**src/rtl/apb_counter_bank.sv**
```systemverilog
// apb_counter_bank: APB3 slave holding NUM_CH up/down counters with per-channel
// CTRL / VALUE / COMPARE / STATUS registers at channel base ch*0x10.
// Define APB_CNT_IRQ_EN to build the compare/match/status logic and the IRQ
// output; without it COMPARE and STATUS read 0, IE reads 0 and IRQ is tied 0.
module apb_counter_bank #(
   parameter int unsigned NUM_CH = 4,
   parameter int unsigned CNT_W  = 32
) (
   input  logic              PCLK,
   input  logic              PRESETn,
   input  logic [31:0]       PADDR,
   input  logic              PSELx,
   input  logic              PENABLE,
   input  logic              PWRITE,
   input  logic [31:0]       PWDATA,
   output logic [31:0]       PRDATA,
   output logic              PREADY,
   output logic              PSLVERR,
   input  logic [NUM_CH-1:0] CNT_EVT,
   output logic              IRQ
);

   typedef enum logic [1:0] {
      REG_CTRL    = 2'd0,
      REG_VALUE   = 2'd1,
      REG_COMPARE = 2'd2,
      REG_STATUS  = 2'd3
   } reg_e;

   // CTRL bit positions
   localparam int unsigned C_EN  = 0;
   localparam int unsigned C_DIR = 1;
   localparam int unsigned C_SAT = 2;
   localparam int unsigned C_SRC = 3;
   localparam int unsigned C_IE  = 4;

   localparam logic [CNT_W-1:0] CNT_MAX = '1;
   localparam logic [CNT_W-1:0] CNT_ONE = CNT_W'(1);

   logic [3:0] ch_idx;
   reg_e       reg_sel;
   logic       in_range;
   logic       access;
   logic       wr_en;

   logic [NUM_CH-1:0][4:0]       ctrl_q, ctrl_d;
   logic [NUM_CH-1:0][CNT_W-1:0] cnt_q, cnt_d;
   logic [NUM_CH-1:0]            ch_sel;
   logic [NUM_CH-1:0]            step;

`ifdef APB_CNT_IRQ_EN
   logic [NUM_CH-1:0][CNT_W-1:0] cmp_q, cmp_d;
   logic [NUM_CH-1:0]            match_q, match_d;
   logic                         irq_q, irq_d;
`endif

   // Address bits outside [7:2] are don't-care; this only collects them.
   logic unused_bits;
   assign unused_bits = ^{PADDR[31:8], PADDR[1:0], PWDATA};

   assign ch_idx   = PADDR[7:4];
   assign reg_sel  = reg_e'(PADDR[3:2]);
   assign in_range = ({1'b0, ch_idx} < 5'(NUM_CH));
   assign access   = PSELx & PENABLE;
   assign wr_en    = access & PWRITE & in_range;
   assign PSLVERR  = access & ~in_range;
   assign PREADY   = 1'b1;

   // Per-channel write select and count-step qualifier (uses the old CTRL)
   always_comb begin
      ch_sel = '0;
      step   = '0;
      for (int unsigned i = 0; i < NUM_CH; i++) begin
         ch_sel[i] = wr_en && (ch_idx == 4'(i));
         step[i]   = ctrl_q[i][C_EN] & (~ctrl_q[i][C_SRC] | CNT_EVT[i]);
      end
   end

   // Next-state for CTRL and counters; a VALUE write overrides the step
   always_comb begin
      ctrl_d = ctrl_q;
      cnt_d  = cnt_q;
      for (int unsigned i = 0; i < NUM_CH; i++) begin
         if (ch_sel[i] && reg_sel == REG_CTRL) begin
            ctrl_d[i] = PWDATA[4:0];
`ifndef APB_CNT_IRQ_EN
            ctrl_d[i][C_IE] = 1'b0;
`endif
         end
         if (ch_sel[i] && reg_sel == REG_VALUE) begin
            cnt_d[i] = PWDATA[CNT_W-1:0];
         end else if (step[i]) begin
            if (ctrl_q[i][C_DIR]) begin
               if (!(ctrl_q[i][C_SAT] && cnt_q[i] == '0)) cnt_d[i] = cnt_q[i] - CNT_ONE;
            end else begin
               if (!(ctrl_q[i][C_SAT] && cnt_q[i] == CNT_MAX)) cnt_d[i] = cnt_q[i] + CNT_ONE;
            end
         end
      end
   end

   // CTRL and counter registers
   always_ff @(posedge PCLK or negedge PRESETn) begin
      if (!PRESETn) begin
         ctrl_q <= '0;
         cnt_q  <= '0;
      end else begin
         ctrl_q <= ctrl_d;
         cnt_q  <= cnt_d;
      end
   end

`ifdef APB_CNT_IRQ_EN
   // Compare, sticky match (set beats W1C) and registered IRQ next-state
   always_comb begin
      cmp_d   = cmp_q;
      match_d = match_q;
      irq_d   = 1'b0;
      for (int unsigned i = 0; i < NUM_CH; i++) begin
         if (ch_sel[i] && reg_sel == REG_COMPARE) cmp_d[i] = PWDATA[CNT_W-1:0];
         match_d[i] = (ctrl_q[i][C_EN] && cnt_q[i] == cmp_q[i]) |
                      (match_q[i] & ~(ch_sel[i] && reg_sel == REG_STATUS && PWDATA[0]));
         irq_d = irq_d | (match_q[i] & ctrl_q[i][C_IE]);
      end
   end

   // Compare, match and IRQ registers
   always_ff @(posedge PCLK or negedge PRESETn) begin
      if (!PRESETn) begin
         cmp_q   <= '0;
         match_q <= '0;
         irq_q   <= 1'b0;
      end else begin
         cmp_q   <= cmp_d;
         match_q <= match_d;
         irq_q   <= irq_d;
      end
   end

   assign IRQ = irq_q;
`else
   assign IRQ = 1'b0;
`endif

   // Read mux: live whenever selected, zero for idle or out-of-range channel
   always_comb begin
      PRDATA = '0;
      if (PSELx && in_range) begin
         for (int unsigned i = 0; i < NUM_CH; i++) begin
            if (ch_idx == 4'(i)) begin
               case (reg_sel)
                  REG_CTRL:    PRDATA = 32'(ctrl_q[i]);
                  REG_VALUE:   PRDATA = 32'(cnt_q[i]);
`ifdef APB_CNT_IRQ_EN
                  REG_COMPARE: PRDATA = 32'(cmp_q[i]);
                  REG_STATUS:  PRDATA = 32'(match_q[i]);
`else
                  REG_COMPARE: PRDATA = '0;
                  REG_STATUS:  PRDATA = '0;
`endif
                  default:     PRDATA = '0;
               endcase
            end
         end
      end
   end

endmodule
```
**config.mk**
```make
export PLATFORM = sky130hd
export DESIGN_NAME = apb_counter_bank
export DESIGN_NICKNAME = d
export VERILOG_FILES = /design/src/rtl/apb_counter_bank.sv
export SDC_FILE = /design/constraint.sdc
export NUM_CORES = 1
export LEC_CHECK = 0
export CAP_MARGIN = 0
export CORE_MARGIN = 1.5
export CORE_UTILIZATION = 40
export DETAILED_ROUTE_END_ITERATION = 8
export PLACE_DENSITY = 0.58
export SETUP_SLACK_MARGIN = 0.5
export SLEW_MARGIN = 15
export SYNTH_ARGS = -nofsm -noshare
export SYNTH_HDL_FRONTEND = slang
export SYNTH_SLANG_ARGS = --single-unit
```
**constraint.sdc**
```tcl
create_clock -name PCLK -period 5.35 [get_ports PCLK]
set_input_delay 1.07 -clock PCLK [delete_from_list [all_inputs] [get_ports PCLK]]
set_output_delay 1.07 -clock PCLK [all_outputs]
set_load 0.03 [all_outputs]
```
Word-level counts from Yosys, hierarchy flattened
Index checks and enable logic that the tools add are counted.
{"block": "classes", "mux": 29, "bitwise_logic": 17, "add_sub_neg": 8, "n_shift": 0, "reduce_logical": 36, "n_eq_ne": 18, "order_cmp": 1, "n_div": 0, "mul": 0}
{"operator": "32-bit two-way mux", "n": 25}
{"operator": "32-bit case mux with 3 select lines", "n": 4}
{"operator": "32-bit by 1-bit adder with 32-bit output, second input constant", "n": 4}
{"operator": "32-bit == test, second input constant", "n": 4}
{"operator": "32-bit zero test", "n": 4}
{"operator": "32-bit by 1-bit subtractor with 32-bit output, second input constant", "n": 4}
{"operator": "3-bit inequality test, second input constant", "n": 8}
{"operator": "1-bit logical AND", "n": 21}
{"operator": "3-bit AND reduction", "n": 4}
{"operator": "1-bit bitwise AND", "n": 8}
{"operator": "4-bit by 2-bit == test with 1-bit output, second input constant", "n": 2}
{"operator": "2-bit nonzero test", "n": 4}
{"operator": "1-bit NOT", "n": 5}
{"operator": "2-bit == test, second input constant", "n": 2}
{"operator": "4-bit by 1-bit == test with 1-bit output, second input constant", "n": 1}
{"operator": "4-bit zero test", "n": 1}
{"operator": "4-bit by 3-bit < comparator with 1-bit output, second input constant", "n": 1}
{"operator": "1-bit OR", "n": 4}
{"operator": "2-bit by 1-bit == test with 1-bit output, second input constant", "n": 1}
{"operator": "2-bit zero test", "n": 1}
{"operator": "2-bit OR reduction", "n": 1}
{"block": "totals", "ram_bits": 0, "word_cells": 117, "reg_bits": 144, "mem_count": 0, "mem_bits_ro": 0, "input_bits": 73, "latch_bits": 0, "out_inout_bits": 35}

Depth between registers and ports, before layout
Gate-level depths: netlist of run 1.
{"block": "logic_depth", "ltp_word": 8, "depth_mapped": 13}

Worst setup path after synthesis of run 1
OpenSTA, ideal clock, no wires.
{"block": "synth_path", "kind": "input to output", "from": "input port PADDR[6]", "to": "output port PRDATA[10]", "required_time_ns": 4.280, "path_slack_ns": 1.454, "cell_stages": 6, "arrival_time_ns": 2.826, "cell_sequence": "or3_1 clkbuf_1 nor2_1 clkbuf_1 a22oi_1 a21oi_1"}
{"block": "synth_via", "elab_chain_len": 6, "word_cells_on_any_way": 11, "classes_between": "order compare: 1; eq/ne: 3; mux: 5; reduce/logical: 2"}
{"element": "start: declaration", "line": "11", "source": "input logic [31:0] PADDR,"}
{"element": "4-bit zero test", "line": "150", "source": "if (ch_idx == 4'(i)) begin"}
{"element": "32-bit two-way mux (4 in series)", "line": "150"}
{"element": "32-bit two-way mux (*)", "line": "148", "source": "if (PSELx && in_range) begin"}
{"element": "end: declaration", "line": "16", "source": "output logic [31:0] PRDATA,"}
Mark *: on every way between the ends. The rest lies on a longest branch, timed or not.

Final worst setup path of run 1
{"block": "layout_path", "from": "input port PADDR[5]", "to": "output port PRDATA[7]"}
The elaborated chain is that of the path after synthesis.

==> metrics.cfg, run 1 <==
[setup_path]
worst_setup_path_end_kind=output pin
critPathArrivalTime_ns=3.58
critical_path.startpoint=PADDR[5]
cpMaxStageDelayCell=clkdlybuf4s50_1
cp_slowest_stage_delay_ns=0.72
cp_max_fo=32
reg2reg_from=ctrl_q[1]
cp.required_ns=4.28
crit_type=in -> out
crit_path_start_kind=input port
cp_cell_sequence=clkdlybuf4s50_1 > buf_4 > and2_1 > buf_4 > a22oi_1 > a21oi_1 > clkdlybuf4s50_1

[worst_hold_path]
hold_class=reg -> reg
hp-start=ctrl_q[12]

[global_routing]
grt_pass1_wl_um=80840
grt_pass1_vias=13270
antenna_found_initial=0
grt_usage_pct=29.18
grt_overflow=0
grt_max_degree=76

[timing]
slew_headroom_pct=37.34
fin_skew_ns=0.01491
hold_violations=0
max_freq_mhz=215.1
final.setup.tns_ns=0
hold_slack_ns=0.6008
slew_violations=0
rsz0062_at_grt=false
worst_pin_slew_ns=0.9399
period_share_pct=86.91
finalSetupViolations=0
layout_min_cycle_time_ns=4.650

[yosys]
synth_top_cell_area_share_pct=25.24
synth-main-ff-cell=dfrtp_1
synth_seq_area_share_pct=25.24
yosysTopAreaCell=dfrtp_1
netlist_area_um2=14280
synth_seq_cells=144
synth_area_per_cell_um2=7.777
synthCells=1836
synth_edf_count=0
synth.distinct_cells=78
synth.area.top_cells=dfrtp_1, ha_1, a21oi_1
synthArstFlopShare_pct=100.0
synth_nets=2033
yosys_warnings=0

[power]
total_power_w=0.005964
powerDensity_nw_per_um2=371.0
leakage_nw=7.058
peakVddDrop_mv=0.2871

[floorplanning]
fp.dieArea_um2=36840
start_util_pct=40.44
die_w_um=191.9
coreArea_um2=35310
ios=108
dieHeight_um=191.9
rows=69

[route]
met3_length_um=3139
met2_length_um=23150
initialDrtViolationCount=1157
wl_per_cell_um=22.77
top_layer=met4
drtPass1Iterations=6
num_vias=14440
viasPerCell=6.180
ant_nets=0
met1_length_um=24590
drc=0
routed_wl_um=53220

[outcome]
status=completed

[clocking]
cts_made_buffers=17
postCtsHoldBufs=0
clk_pin_slew_ns=0.07
cts_resized=0
clockRootBuffer=clkbuf_16
cts_setup_buffers=0
htree_levels=4
cts_sinks=144
cts_max_path_buffers=2
clk_latency_ns=0.45
cts_tree=yes

[layout]
drive_above_1_share_pct=7.516
final_nets=2060
final_util_pct=45.53
antenna_cells=0
area_growth_pct=12.60
fin_cells=2337

[job]
drv_cap=0

[placement]
io_buffers=79
gp_congestion=0.9603
placed_cells=2305
place_hpwl_um=40540

==> sequential cells by signal, indices dropped and copies added, names as in the netlist <==
register  flops
ctrl_q       16
cnt_q       128
==> synth_stat cells, types with 40 or more instances <==
cell type / number
nor2_1: 166
nand2_1: 169
ha_1: 120
nand4_1: 52
dfrtp_1: 144
o21ai_0: 138
clkbuf_1: 80
o21ai_1: 52
a21oi_1: 249
xor2_1: 59
a21o_1: 71
xnor2_1: 40
==> path summary, 6_finish.rpt <==
| check | end | slack, ns | cells past startpoint |
|---|---|---|---|
| min | ctrl_q[12] | 0.60 | 1 |
| max | PRDATA[7] | 0.70 | 7 |
| min reg2reg | ctrl_q[12] | 0.60 | 1 |
| min in group asynchronous | cnt_q[43] | 0.65 | 1 |
| max reg2reg | cnt_q[30] | 1.26 | 12 |
| max in group asynchronous | cnt_q[52] | 3.51 | 2 |
==> placed cells by master, fill, tap and decap left out, types with 28 or more instances in the layout <==
cell             count
xor2_1              59
nor4_1              28
xnor2_1             40
mux2i_1             31
nor2_1             162
o21ai_0            138
a22oi_1             28
nand4_1             52
o21ai_1             52
buf_4               54
inv_1               32
o211ai_1            30
nand2_1            169
a21o_1              71
a21oi_1            249
dfrtp_1            144
nand3_1             29
clkdlybuf4s50_1     48
ha_1               120
==> power breakdown <==
part	leakage [nW]	switching [W]	internal, W
registers	1.91	0.000550	0.00135
clock network	0.298	0.000562	0.000749
logic	4.84	0.00154	0.00121
total	7.06	0.00265	0.00331
==> routing by layer <==
layer | track usage, % | up-vias
met2 | 43.79 | 483
met1 | 41.56 | 6953
li1 | - | 6910
met3 | 3.252 | 97
met4 | 13.82 | 0
met5 | 0 | -
==> cells by family after synthesis <==
| group | after synthesis | synth area share, % |
|---|---|---|
| AO/OA/AOI/OAI | 715 | 30.78 |
| AND/OR/NAND/NOR | 576 | 19.49 |
| flip-flops | 144 | 25.24 |
| buffers and inverters | 129 | 3.549 |
| adder cells (fa/ha/maj) | 124 | 11.08 |
| XOR/XNOR | 99 | 6.073 |
| multiplexers | 47 | 3.750 |
| other | 2 | 0.05260 |
==> critical path: cells and delay by family <==
kind / cells / cell delay (ns)
buf+inv: 4 / 1.90
compound gates: 2 / 0.39
simple gates: 1 / 0.20
==> cell type report <==
type                            instances  area (um2)
Fill cell                            3579       19230
Multi-Input combinational cell       1563       10250
Sequential cell                       144        3603
Timing Repair Buffer                  104       902.1
Tap cell                              461       576.8
Clock buffer                           17       425.4
Clock inverter                         15       195.2
Inverter                               33       123.9
==> metrics by stage <==
stage	cell area [um2]	setup WS [ns]
detailed placement	15450	0.7180
finish	16080	0.7001
global route	16080	0.6073
floorplan	14280	1.454
global placement	15450	0.7182
CTS	16070	0.6985
Note: power is estimated with default switching activity, not from simulation.
==> run 2: changes to the inputs <==
==> constraint.sdc (replaced) <==
create_clock -name PCLK -period 6 [get_ports PCLK]
set_input_delay 1.2 -clock PCLK [delete_from_list [all_inputs] [get_ports PCLK]]
set_output_delay 1.2 -clock PCLK [all_outputs]
set_load 0.03 [all_outputs]
==> run 2 against run 1 <==
Against the previous run:
- first-iteration DRC count down 6.0%
- clock power down 6%
- combinational power down 11%
- clock-buffer cell count up 2
- flip-flop and latch count unchanged
- final cell count down 0.13%
- design area about the same
- largest power group unchanged
- highest routed layer unchanged
==> metrics.cfg, run 2 (synthesis gave the netlist of run 1 again) <==
[timing]
fin_skew_ns=0.01356
slew_headroom_pct=28.10
slew_violations=0
final.setup.tns_ns=0
hold_slack_ns=0.5873
max_freq_mhz=199.2
worst_pin_slew_ns=1.076
layout_setup_ws_ns=0.9798
layout_min_cycle_time_ns=5.020
finalSetupViolations=0
period_share_pct=83.67
hold_violations=0
rsz0062_at_grt=false

[setup_path]
cp_common_cell=clkdlybuf4s50_1
crit_path_start_kind=input port
critical_path.startpoint=PADDR[6]
cpMaxStageDelayCell=clkdlybuf4s50_1
critPathArrivalTime_ns=3.82
reg2reg_from=ctrl_q[6]
cp_cell_sequence=clkdlybuf4s50_1 > nor2_2 > and2_1 > nand2_1 > o21ai_0 > a21oi_1 > clkdlybuf4s50_1
cp.required_ns=4.80
cp_slowest_stage_delay_ns=0.63
crit_type=in -> out
cp_max_fo=14
worst_setup_path_end_kind=output pin

[layout]
area_growth_pct=12.64
mostFrequentLayoutCells=a21oi_1, nand2_1, nor2_1
drive_above_1_share_pct=7.314
largest_reg_flops=128
biggestRegsByFlops=cnt_q: 128 flops, ctrl_q: 16 flops
final_area_um2=16080
regMostFlops=cnt_q
fin_cells=2334
layout_commonest_cell=a21oi_1
final_nets=2057
fillers=3555
antenna_cells=0

[floorplanning]
dieHeight_um=191.9
ios=108
fp.dieArea_um2=36840
coreArea_um2=35310
start_util_pct=40.44
rows=69
die_w_um=191.9

[job]
drv_cap=0

[placement]
dp_slack_ns=1.042
place_hpwl_um=40440
placed_cells=2302
gp_congestion=0.9810
io_buffers=79
place_area_um2=15430

[clocking]
cts_made_buffers=17
cts_tree=yes
cts_setup_buffers=0
postCtsHoldBufs=0
cts_max_path_buffers=2
clockRootBuffer=clkbuf_16
clk_pin_slew_ns=0.07
cts_sinks=144
clk_latency_ns=0.46
cts_resized=0
htree_levels=4

[power]
peakVddDrop_mv=0.2959
leakage_nw=7.047
powerDensity_nw_per_um2=334.9

[global_routing]
grt_overflow=0
grt_max_degree=62
antenna_found_initial=0
grt_pass1_vias=13290
grt_usage_pct=28.89
grt_pass1_wl_um=80390

[route]
drtPass1Iterations=5
wl_per_cell_um=22.65
viasPerCell=6.168
routed_wl_um=52880
ant_nets=0
num_vias=14400
drc=0
initialDrtViolationCount=1088

[worst_hold_path]
hp-start=ctrl_q[7]
hold_class=reg -> reg

[outcome]
status=completed

==> run 2: cell count changes in the layout (fill, tap and decap cells not counted) <==
| cell | change |
|---|---|
| clkbuf_8 | +1 |
| inv_8 | -1 |
| nor2_2 | +1 |
| buf_4 | -3 |
| clkinv_2 | +1 |
| clkbuf_1 | +1 |
| nor2_4 | -1 |
| inv_6 | -6 |
| clkinv_4 | -1 |
| clkinvlp_4 | +3 |
| bufinv_16 | +2 |
==> run 2: cell type report <==
| class | count | area, um2 | area share (%) |
|---|---|---|---|
| inverters | 33 | 123.9 | 0.7702 |
| repair buffers | 101 | 879.6 | 5.469 |
| clock inverters | 13 | 210.2 | 1.307 |
| flip-flops and latches | 144 | 3603 | 22.41 |
| multi-input cells | 1563 | 10250 | 63.71 |
| clock buffers | 19 | 442.9 | 2.754 |
| well taps | 461 | 576.8 | 3.586 |
==> run 2: worst paths after layout <==
| check | end | slack [ns] | cells past startpoint |
|---|---|---|---|
| max | PRDATA[9] | 0.98 | 7 |
| min | ctrl_q[7] | 0.59 | 1 |
| max reg2reg | cnt_q[63] | 1.92 | 12 |
| min reg2reg | ctrl_q[7] | 0.59 | 1 |
| max in group asynchronous | cnt_q[0] | 4.06 | 2 |
| min in group asynchronous | cnt_q[43] | 0.74 | 1 |
==> run 2: where the power goes <==
part / internal (W) / switching, W
registers: 0.00121 / 0.000501
clock network: 0.000750 / 0.000478
logic: 0.00108 / 0.00137
==> run 2: layer usage <==
metal  GRT usage (%)  vias up  share of wire (%)
met5               0        -                  0
met3           4.276      102                5.9
met2           44.22      472                 44
met1           40.22     6898                 46
met4           12.53        0                4.2
li1                -     6923                  -
==> run 2: through the flow <==
stage          power (W)  utilization [%]
4_1_cts         0.005357            45.55
5_1_grt         0.005737            45.55
3_3_place_gp    0.004055            43.70
2_1_floorplan   0.003407                -
6_report        0.005386            45.55
3_5_place_dp    0.004103            43.70
==> run 2: worst max-delay path, delay by kind of cell <==
family	cells	cell delay [ns]
compound gates	2	0.37
simple gates	3	1.17
buf+inv	2	1.08
